### src/rtl/mmio_uart_tx_if.sv
// CPU data-port bundle seen by the MMIO console transmitter.
// The CPU is the master; the UART is the responder that decodes the window and returns load data.
interface mmio_uart_tx_if;
    logic        mem_write;
    logic [31:0] mem_addr;
    logic [31:0] mem_wdata;
    logic [2:0]  funct3;
    logic        sel;
    logic [31:0] rdata;

    modport master (
        output mem_write,
        output mem_addr,
        output mem_wdata,
        output funct3,
        input  sel,
        input  rdata
    );

    modport slave (
        input  mem_write,
        input  mem_addr,
        input  mem_wdata,
        input  funct3,
        output sel,
        output rdata
    );
endinterface

### src/rtl/mmio_uart_tx.sv
// Memory-mapped 8N1 console transmitter: TXDATA stores fill a byte FIFO that a
// serializer drains LSB first; STATUS and BAUD_DIV let firmware poll and pace output.
module mmio_uart_tx #(
    parameter logic [31:0] BASE_ADDR        = 32'h1000_0000,
    parameter int          ADDR_SPAN        = 1024,
    parameter int          FIFO_DEPTH       = 16,
    parameter logic [15:0] DEFAULT_BAUD_DIV = 16'd868
) (
    input  logic           clk,
    input  logic           reset,
    mmio_uart_tx_if.slave  bus,
    output logic           txd,
    output logic           tx_active
);

    localparam int PTR_W = $clog2(FIFO_DEPTH);
    localparam int CNT_W = $clog2(FIFO_DEPTH + 1);

    typedef enum logic [1:0] {
        IDLE,
        START,
        DATA,
        STOP
    } tx_state_t;

    logic [32:0] addr_ext;
    logic [32:0] win_lo;
    logic [32:0] win_hi;
    logic [31:0] offset;
    logic        is_txdata;
    logic        is_status;
    logic        is_baud;

    logic        push_req;
    logic        push_ok;
    logic        drop;
    logic        pop;
    logic        status_wr;
    logic        baud_wr;

    logic [7:0]       fifo_mem [FIFO_DEPTH];
    logic [PTR_W-1:0] wr_ptr;
    logic [PTR_W-1:0] rd_ptr;
    logic [CNT_W-1:0] fifo_count;
    logic             fifo_full;
    logic             fifo_empty;
    logic [7:0]       fifo_head;

    logic        overflow;
    logic [15:0] baud_div;
    logic [15:0] eff_div;

    logic [31:0] reg_val;
    logic [31:0] read_ext;
    logic [31:0] status_val;

    tx_state_t   state;
    tx_state_t   next_state;
    logic [15:0] tick_cnt;
    logic [15:0] div_lat;
    logic [2:0]  bit_idx;
    logic [7:0]  shreg;
    logic        seg_done;

    logic        unused_bits;

    // Widened by one bit so a window ending at the top of the address space cannot wrap.
    assign addr_ext = {1'b0, bus.mem_addr};
    assign win_lo   = {1'b0, BASE_ADDR};
    assign win_hi   = {1'b0, BASE_ADDR} + 33'(ADDR_SPAN);
    assign bus.sel  = (addr_ext >= win_lo) && (addr_ext < win_hi);

    assign offset    = bus.mem_addr - BASE_ADDR;
    assign is_txdata = (offset[31:2] == 30'd0);
    assign is_status = (offset[31:2] == 30'd1);
    assign is_baud   = (offset[31:2] == 30'd2);

    assign unused_bits = ^{offset[1:0], bus.mem_wdata[31:16]};

    assign fifo_full  = (fifo_count == CNT_W'(FIFO_DEPTH));
    assign fifo_empty = (fifo_count == '0);
    assign fifo_head  = fifo_mem[rd_ptr];

    assign push_req  = bus.mem_write & bus.sel & is_txdata;
    assign push_ok   = push_req & (~fifo_full | pop);
    assign drop      = push_req & fifo_full & ~pop;
    assign status_wr = bus.mem_write & bus.sel & is_status;
    assign baud_wr   = bus.mem_write & bus.sel & is_baud &
                       ((bus.funct3 == 3'b001) || (bus.funct3 == 3'b010));

    assign eff_div  = (baud_div == 16'd0) ? 16'd1 : baud_div;
    assign seg_done = (tick_cnt == 16'd0);

    always_ff @(posedge clk) begin
        if (push_ok) begin
            fifo_mem[wr_ptr] <= bus.mem_wdata[7:0];
        end
    end

    always_ff @(posedge clk) begin
        if (!reset) begin
            wr_ptr     <= '0;
            rd_ptr     <= '0;
            fifo_count <= '0;
        end else begin
            if (push_ok) begin
                wr_ptr <= wr_ptr + PTR_W'(1);
            end
            if (pop) begin
                rd_ptr <= rd_ptr + PTR_W'(1);
            end
            case ({push_ok, pop})
                2'b10:   fifo_count <= fifo_count + CNT_W'(1);
                2'b01:   fifo_count <= fifo_count - CNT_W'(1);
                default: fifo_count <= fifo_count;
            endcase
        end
    end

    // A drop and a W1C in the same cycle leave the flag set so no loss goes unreported.
    always_ff @(posedge clk) begin
        if (!reset) begin
            overflow <= 1'b0;
        end else if (drop) begin
            overflow <= 1'b1;
        end else if (status_wr && bus.mem_wdata[3]) begin
            overflow <= 1'b0;
        end
    end

    always_ff @(posedge clk) begin
        if (!reset) begin
            baud_div <= DEFAULT_BAUD_DIV;
        end else if (baud_wr) begin
            baud_div <= bus.mem_wdata[15:0];
        end
    end

    assign status_val = {16'h0000, 8'(fifo_count), 4'h0,
                         overflow, fifo_empty, fifo_full, tx_active};

    always_comb begin
        reg_val = 32'h0;
        if (is_status) begin
            reg_val = status_val;
        end else if (is_baud) begin
            reg_val = {16'h0000, baud_div};
        end
    end

    always_comb begin
        case (bus.funct3)
            3'b000:  read_ext = {{24{reg_val[7]}}, reg_val[7:0]};
            3'b001:  read_ext = {{16{reg_val[15]}}, reg_val[15:0]};
            3'b100:  read_ext = {24'h0, reg_val[7:0]};
            3'b101:  read_ext = {16'h0, reg_val[15:0]};
            default: read_ext = reg_val;
        endcase
    end

    always_ff @(posedge clk) begin
        if (!reset) begin
            bus.rdata <= 32'h0;
        end else if (bus.sel) begin
            bus.rdata <= read_ext;
        end
    end

    always_ff @(posedge clk) begin
        if (!reset) begin
            state <= IDLE;
        end else begin
            state <= next_state;
        end
    end

    always_comb begin
        next_state = state;
        case (state)
            IDLE: begin
                if (!fifo_empty) begin
                    next_state = START;
                end
            end
            START: begin
                if (seg_done) begin
                    next_state = DATA;
                end
            end
            DATA: begin
                if (seg_done && (bit_idx == 3'd7)) begin
                    next_state = STOP;
                end
            end
            STOP: begin
                if (seg_done) begin
                    next_state = fifo_empty ? IDLE : START;
                end
            end
            default: next_state = IDLE;
        endcase
    end

    // Popping at the end of STOP chains frames with no idle gap.
    always_comb begin
        pop       = 1'b0;
        txd       = 1'b1;
        tx_active = 1'b0;
        case (state)
            IDLE: begin
                pop = ~fifo_empty;
            end
            START: begin
                txd       = 1'b0;
                tx_active = 1'b1;
            end
            DATA: begin
                txd       = shreg[0];
                tx_active = 1'b1;
            end
            STOP: begin
                tx_active = 1'b1;
                pop       = seg_done & ~fifo_empty;
            end
            default: begin
                pop = 1'b0;
            end
        endcase
    end

    // The divider is captured with the byte so BAUD_DIV writes only affect later frames.
    always_ff @(posedge clk) begin
        if (!reset) begin
            tick_cnt <= 16'd0;
            div_lat  <= 16'd1;
            bit_idx  <= 3'd0;
            shreg    <= 8'h00;
        end else if (pop) begin
            shreg    <= fifo_head;
            div_lat  <= eff_div;
            tick_cnt <= eff_div - 16'd1;
            bit_idx  <= 3'd0;
        end else if (state != IDLE) begin
            if (seg_done) begin
                tick_cnt <= div_lat - 16'd1;
                if (state == DATA) begin
                    shreg   <= {1'b0, shreg[7:1]};
                    bit_idx <= bit_idx + 3'd1;
                end
            end else begin
                tick_cnt <= tick_cnt - 16'd1;
            end
        end
    end

endmodule

### src/flat_wrapper.sv
// flat-port wrapper written by rule: the top's interface ports become plain ports
module mmio_uart_tx_flat 
#(
    parameter logic [31:0] BASE_ADDR        = 32'h1000_0000,
    parameter int          ADDR_SPAN        = 1024,
    parameter int          FIFO_DEPTH       = 16,
    parameter logic [15:0] DEFAULT_BAUD_DIV = 16'd868
)
  (clk, reset, txd, tx_active, bus_mem_write, bus_mem_addr, bus_mem_wdata, bus_funct3, bus_sel, bus_rdata);
  mmio_uart_tx_if bus_i ();
  input  logic clk;
  input  logic reset;
  output logic txd;
  output logic tx_active;
  input wire logic [$bits(bus_i.mem_write)-1:0] bus_mem_write;
  input wire logic [$bits(bus_i.mem_addr)-1:0] bus_mem_addr;
  input wire logic [$bits(bus_i.mem_wdata)-1:0] bus_mem_wdata;
  input wire logic [$bits(bus_i.funct3)-1:0] bus_funct3;
  output wire logic [$bits(bus_i.sel)-1:0] bus_sel;
  output wire logic [$bits(bus_i.rdata)-1:0] bus_rdata;
  assign bus_i.mem_write = bus_mem_write;
  assign bus_i.mem_addr = bus_mem_addr;
  assign bus_i.mem_wdata = bus_mem_wdata;
  assign bus_i.funct3 = bus_funct3;
  assign bus_sel = bus_i.sel;
  assign bus_rdata = bus_i.rdata;
  mmio_uart_tx #(.BASE_ADDR(BASE_ADDR), .ADDR_SPAN(ADDR_SPAN), .FIFO_DEPTH(FIFO_DEPTH), .DEFAULT_BAUD_DIV(DEFAULT_BAUD_DIV)) u_core (.clk(clk), .reset(reset), .bus(bus_i), .txd(txd), .tx_active(tx_active));
endmodule
### config.mk
export PLATFORM = sky130hd
export DESIGN_NAME = mmio_uart_tx_flat
export DESIGN_NICKNAME = d
export VERILOG_FILES = /design/src/rtl/mmio_uart_tx_if.sv /design/src/rtl/mmio_uart_tx.sv /design/src/flat_wrapper.sv
export SDC_FILE = /design/constraint.sdc
export NUM_CORES = 1
export LEC_CHECK = 0
export CELL_PAD_IN_SITES_DETAIL_PLACEMENT = 1
export CELL_PAD_IN_SITES_GLOBAL_PLACEMENT = 1
export CORE_MARGIN = 1.5
export CORE_UTILIZATION = 42
export DETAILED_ROUTE_END_ITERATION = 8
export GPL_TIMING_DRIVEN = 0
export PLACE_DENSITY_LB_ADDON = 0.1
export SYNTH_ARGS = -nofsm -noshare
export SYNTH_HDL_FRONTEND = slang
export SYNTH_SLANG_ARGS = --single-unit
### constraint.sdc
create_clock -name clk -period 3.5 [get_ports clk]
set_input_delay 0.7 -clock clk [delete_from_list [all_inputs] [get_ports clk]]
set_output_delay 0.7 -clock clk [all_outputs]
set_load 0.02 [all_outputs]
==> flow_summary.yaml <==
global_route:
  antenna_found_initial: 1
  grt_pass1_vias: 7707
  grt-ovfl-total: 0
  grt_pass1_wl_um: 45000
  grt_usage_pct: 24.2
  grt_max_degree: 19
clock_network:
  cts_tree: "yes"
  clk_pin_slew_ns: 0.06
  cts_sinks: 224
  cts_hold_buffers: 0
  clk_latency_ns: 0.54
  clockRootBuffer: "clkbuf_16"
  cts_made_buffers: 25
  clock_path_buffers: 3
  cts.htree.levels: 1
placed_design:
  place.gp.congestion: 0.876
  dp_hpwl_um: 20800
  numPortBuffers: 85
  dp_cells: 1218
  preCtsSetupSlack_ns: -1.05
power:
  power.total_uw: 8520
  sequentialPowerShare_pct: 36.6
  powerDensity_nw_per_um2: 684
  power.internal_uw: 5680
  power.leakage_uw: 0.00415
  combPwrFrac_pct: 33.4
  clockPowerShare_pct: 30.0
  p_sw_share_pct: 33.4
  switching_power_uw: 2840
  ir_drop_uv: 385
floorplan:
  start_util_pct: 42.7
  io_pins: 105
  std_cell_rows: 56
  die_area_um2: 24800
  core_um2: 23400
  die_y_um: 157
  die_w_um: 157
logic_synthesis:
  yosysSeqAreaShare_pct: 57.6
  async_flop_share_pct: 0
  synth-main-ff-cell: "edfxtp_1"
  synth_seq_cells: 224
  yosysTopAreaCell: "edfxtp_1"
  yosysWarnings: 0
  syn_nets: 902
  syn_inst: 814
  synth_top_area_share_pct: 38.4
  synthTopCellsByArea: "edfxtp_1 38%, dfxtp_1 19%, mux4_2 9.0%, a21oi_1 3.5%, nor2_1 3.2%"
  synth_edf_count: 128
  syn-cell-area_um2: 10000
  avgSynthCellArea_um2: 12.3
  synthDistinctLibCells: 66
layout:
  fin_nets: 1035
  fin_cells: 1284
  n_fill_cell: 2439
  drive_gt1_share_pct: 19.8
  regArea_um2: 5780
  n_antenna_cell: 0
  multiInputGateArea_um2: 4100
  area_delta_synth_final_pct: 24.6
  final_util_pct: 53.3
setup_path:
  critPathRequiredTime_ns: 3.64
  crit_path_top_delay_cell: "nor3_2"
  crit_chain: "clkdlybuf4s50_1 -> or4_1 -> nor4_2 -> nand4_1 -> a21oi_4 -> nand2_1 -> nor3_2"
  worst_setup_path_start_kind: "input pin"
  worst_r2r_startpoint: "u_core.tick_cnt[10]"
  ff2ff_path_depth: 12
  cp.arrival_ns: 3.61
  critPathMaxStageDelay_ns: 0.66
  worstSetupPathType: "input pin to flop"
  reg2reg_to: "u_core.tick_cnt[10]"
  r2r_setup_slack_ns: 0.05
  end_kind: "flop"
  crit_fanout: 8
timing:
  worstMarginPinSlew_ns: 0.932
  period_share_pct: 99.0
  finalSetupViolations: 0
  finClkSkew_ns: 0.0252
  rsz0062_at_grt: "true"
  slew_headroom_pct: 37.9
  setup_ws_ns: 0.0367
  max_freq_mhz: 289
  final.min_clock_period_ns: 3.46
  final_hold_viol_count: 0
  maxSlewViolCount: 0
route:
  postRouteWirelength_um: 29100
  wl_per_cell_um: 22.6
  drt_iter0_drc: 416
  antenna_left: 0
  drc: 0
  vias: 7172
  viasPerCell: 5.59
  dr.pass1.iters: 5
min_path:
  min_path_cells: 2
  hold_end: "u_core.div_lat[15]"
  min_path_type: "flop to flop"
  worstHoldStart: "u_core.div_lat[15]"
run_status:
  status: "finished clean"
job:
  maxCapViolations: 0
[stage by stage]
step / hold WS, ns / instance area (um2) / TNS (ns)
floorplan: 0.432 / 10000 / -0.00331
global placement: 0.442 / 11300 / -76.21
detailed placement: 0.449 / 11300 / -84.21
CTS: 0.458 / 12300 / -0.0894
global route: 0.475 / 12500 / -3.32
finish: 0.457 / 12500 / 0
[state kept, by name, indices dropped and copies added, names as in the netlist, named ones only]
name / flops
u_core.state: 2
u_core.bit_idx: 3
u_core.shreg: 8
u_core.fifo_mem: 128
u_core.bus.rdata: 17
u_core.fifo_count: 5
u_core.tick_cnt: 16
u_core.rd_ptr: 4
u_core.div_lat: 16
u_core.baud_div: 16
u_core.overflow: 1
u_core.wr_ptr: 4
[worst max-delay path by stage]
stage | end | startpoint | slack (ns) | cells past startpoint
2_1_floorplan | u_core.fifo_count[4] | bus_mem_addr[14] | -0.003 | 10
3_3_place_gp | u_core.fifo_mem[3][2] | bus_mem_addr[25] | -0.91 | 7
3_5_place_dp | u_core.fifo_mem[0][2] | bus_mem_addr[25] | -1.05 | 7
4_1_cts | bus_sel | bus_mem_addr[25] | -0.05 | 6
5_1_grt | u_core.fifo_mem[3][4] | bus_mem_addr[24] | -0.14 | 7
6_report | u_core.fifo_mem[3][4] | bus_mem_addr[25] | 0.04 | 7
[power by group through the flow]
stage	Combinational, uW	Sequential (uW)	Clock (uW)
after floorplan	1750	3090	0
after global placement	2410	3140	0
after detailed placement	2500	3150	0
after CTS	2790	3100	2610
after global routing	3080	3140	2700
final	2850	3120	2550
[area by class of cell]
class | instances | share of cell area, %
multi-input cells | 521 | 32.9
repair buffers | 108 | 8.30
clock inverters | 10 | 0.723
plain buffers | 54 | 2.43
inverters | 13 | 0.392
clock buffers | 35 | 5.73
flip-flops and latches | 224 | 46.3
well taps | 319 | 3.20
[timing repair]
action | 4_1_cts | 5_1_grt
buffers inserted | 15 | 8
pin swaps | 16 | 17
resized for setup | 33 | 29
endpoints found under the setup margin | 137 | 137
[cell usage after synthesis, types with 7 or more instances]
cell,count
ha_1,17
a211oi_1,14
or4_1,11
nor4_1,8
nand4_1,7
nand3_1,9
nor3_1,17
dfxtp_1,96
a21oi_1,69
mux4_2,40
xnor2_1,10
nor2_1,85
buf_4,17
buf_2,9
o21a_1,8
nand2_1,76
inv_1,12
o21ai_0,29
clkbuf_1,23
xor2_1,12
mux2i_1,28
edfxtp_1,128
[worst max-delay path, delay by kind of cell]
kind | cells | cell delay (ns)
simple gates | 5 | 2.16
compound gates | 1 | 0.35
buf+inv | 1 | 0.39
[logic make-up (layout without fill, tap and decap cells)]
family / Yosys count / after routing / synth area share [%]
adder cells (fa/ha/maj): 18 / 18 / 2.33
buffers and inverters: 69 / 220 / 3.41
multiplexers: 71 / 71 / 12.3
AO/OA/AOI/OAI: 159 / 159 / 10.2
AND/OR/NAND/NOR: 251 / 251 / 12.2
flip-flops: 224 / 224 / 57.6
XOR/XNOR: 22 / 22 / 1.93
[cells in the final DEF, fill, tap and decap left out, types with 11 or more instances in the layout]
master / synthesis / layout
xor2_1: 12 / 12
mux4_2: 40 / 40
inv_1: 12 / 11
clkbuf_16: 0 / 26
nor3_1: 17 / 13
o21ai_0: 29 / 29
nand2_1: 76 / 76
buf_4: 17 / 40
mux2i_1: 28 / 28
clkbuf_1: 23 / 27
edfxtp_1: 128 / 128
ha_1: 17 / 14
a211oi_1: 14 / 13
clkdlybuf4s50_1: 0 / 82
nor2_2: 0 / 11
a21oi_1: 69 / 68
dfxtp_1: 96 / 88
nor2_1: 85 / 73
[per-layer routing]
metal  vias up  wire [um]  GRT usage [%]
met5         -         13              0
met4         2        946           8.76
met3        58       1590           4.13
met2       199      14200           40.3
met1      3606      12400           31.9
li1       3307          -              -
Note: power is estimated with default switching activity, not from simulation.
==> RTL change: new RTL, same settings <==
`FIFO_DEPTH` is set to 16 in 2 places; all go to 32.
--- a/src/rtl/mmio_uart_tx.sv
+++ b/src/rtl/mmio_uart_tx.sv
@@ -3,7 +3,7 @@
 module mmio_uart_tx #(
     parameter logic [31:0] BASE_ADDR        = 32'h1000_0000,
     parameter int          ADDR_SPAN        = 1024,
-    parameter int          FIFO_DEPTH       = 16,
+    parameter int          FIFO_DEPTH       = 32,
     parameter logic [15:0] DEFAULT_BAUD_DIV = 16'd868
 ) (
     input  logic           clk,
--- a/src/flat_wrapper.sv
+++ b/src/flat_wrapper.sv
@@ -3,7 +3,7 @@
 #(
     parameter logic [31:0] BASE_ADDR        = 32'h1000_0000,
     parameter int          ADDR_SPAN        = 1024,
-    parameter int          FIFO_DEPTH       = 16,
+    parameter int          FIFO_DEPTH       = 32,
     parameter logic [15:0] DEFAULT_BAUD_DIV = 16'd868
 )
   (clk, reset, txd, tx_active, bus_mem_write, bus_mem_addr, bus_mem_wdata, bus_funct3, bus_sel, bus_rdata);
Behaviour: no difference found for any inputs over 4 cycles, from zero or initial values and one cycle with reset low; that may be too few to reach the edited logic, so the function may still have changed.
==> RTL change against the original RTL <==
The flow now finishes with violations (design-rule violations, negative setup slack); synthesized cell count grew 27%; power grew 54%; global-route usage shrank 2.2 points; sequential cell count grew 132; cell area grew 47%; sequential power grew 56%; clock skew shrank 0.0075 ns; via count grew 28%; worst setup slack lost 0.11 ns; area after synthesis grew 53%; routed wire length grew 39%; critical path type unchanged.
==> RTL change: results (changes against the original RTL) <==
Detailed routing
  • TritonRoute pass-1 iters: 7 (+2)
  • Drt total wl: 40.39 mm (+39%)
  • Vias per inst: 5.505 (-1.5%)
  • Top Layer Used: met4
  • Iter 0 DRT Violations: 584 (+40%)
  • # DRC: 12 (+12)
  • M1 wire length: 17.98 mm (+46%)
  • Met3 wire len: 1.541 mm (-3.2%)

Logic synthesis
  • Number of enable flip-flop cells after synthesis: 256 (+100%)
  • Post-synthesis instance total: 1,034 (+27%)
  • Syn Nets: 1,123 (+25%)
  • Seq/Total Area, Yosys: 0.6315 (+0.05518)

Placement
  • Placed cells: 1,580 (+30%)
  • Placed Area: 16,780 sq um (+49%)
  • DP HPWL: 27.58 mm (+32%)
  • Dpl ws: -1.024 ns (+0.02559 ns)

GRT
  • M3 GR Usage: 0.03218 (-0.009120)
  • Total Routing Usage GR: 0.2209 (-0.02156)
  • Initial antenna violation count: 0 (-1)
  • Vias in the first global route: 9,946 (+29%)
  • Met1 track demand over resource: 0.2931 (-0.02625)
  • Largest net degree at the start of global routing: 35 (+16)

STA
  • Setup TNS: -1.830 ns (-1.830 ns)
  • Clock Skew: 0.01765 ns (-0.007537 ns)
  • Hold Slack: 0.4679 ns (+0.01059 ns)
  • Setup violations, final: 33 (+33)
  • Rel. slew slack: 0.1073 (-0.2712)
  • Final setup margin: -0.07241 ns (-0.1091 ns)

Min path
  • Hold EP: u_core.bit_idx[2]

Layout
  • Filler instances: 3,494 (+43%)
  • Top flop regs: u_core.fifo_mem (256), u_core.bus.rdata (17)
  • Max FFs per register: 256 (+100%)
  • Share of layout cells above drive strength 1: 0.2234 (+0.02549)
  • Nets: 1,263 (+22%)

Critical path
  • CP max FO: 9 (+1)
  • Crit path DAT: 3.72 ns (+0.11 ns)
  • Worst setup path startpoint: bus_mem_addr[11]
  • R2R Path Start: u_core.tick_cnt[7]
  • Worst r2r dst: u_core.tick_cnt[12]

Clocking
  • Number of buffers created by CTS: 39 (+56%)
  • CTS H-tree depth: 2 (+1)
  • CTS sink cnt: 356 (+59%)

Run status
  • Failing checks: design-rule violations, negative setup slack
  • Status: complete, but fails checks

Power and ir drop
  • Leak Pwr: 6.005 nW (+45%)
==> RTL change: cell count changes in the layout (fill, tap and decap cells not counted), sizes merged, moves of 14 or more <==
cell,before,now
a211oi,14,0
nor2b,4,28
a21oi,70,31
mux4,40,80
o21ai,30,46
a21boi,0,16
edfxtp,128,256
clkbuf,57,80
or4,15,0
==> RTL change: worst max-delay path, stage by stage <==
cell and delay (ns):
clkdlybuf4s50_1 0.42, nor4_2 0.33, nand3_2 0.16, buf_4 0.17, o21ai_1 0.17, nand2_2 0.11, inv_2 0.11, o2111a_1 0.24
buf_4 0.18, nand2_1 0.36, nor2_1 0.76
==> RTL change: kinds of logic (layout without fill, tap and decap cells) <==
kind of cell               count (synthesis)  in the layout  share of synthesized area
DFF                                      356            356                     0.6315
buffers and inverters                     82            252                    0.02895
adders and majority gates                 19             19                    0.01598
muxes                                    122            122                     0.1459
AOI/OAI and AO/OA                        141            141                    0.06386
xor gates and xnor gates                  27             27                    0.01541
and+or+nand+nor                          287            287                    0.09835
==> RTL change: area by class of cell <==
class	count	area [sq um]	share of cell area
Inverter	11	41.29	0.002250
Buffer	70	401.6	0.02189
Clock inverter	21	219.0	0.01193
Clock buffer	50	1037	0.05653
Tap cell	461	576.8	0.03143
Sequential cell	356	9696	0.5284
Multi-Input combinational cell	596	5426	0.2957
Timing Repair Buffer	100	952.2	0.05189
==> RTL change: power breakdown <==
group / leakage [nW] / switching [mW] / total (mW) / internal, mW
combinational: 2.27 / 2.43 / 4.23 / 1.80
clock: 0.618 / 1.67 / 4.06 / 2.40
sequential: 3.11 / 0.175 / 4.86 / 4.68
total: 6.01 / 4.27 / 13.1 / 8.88
==> RTL change: repair_timing <==
action / 4_1_cts / 5_1_grt
endpoints found under the setup margin: 265 / 213
pin swaps: 11 / 5
setup buffers: 9 / 5
resized for setup: 39 / 25
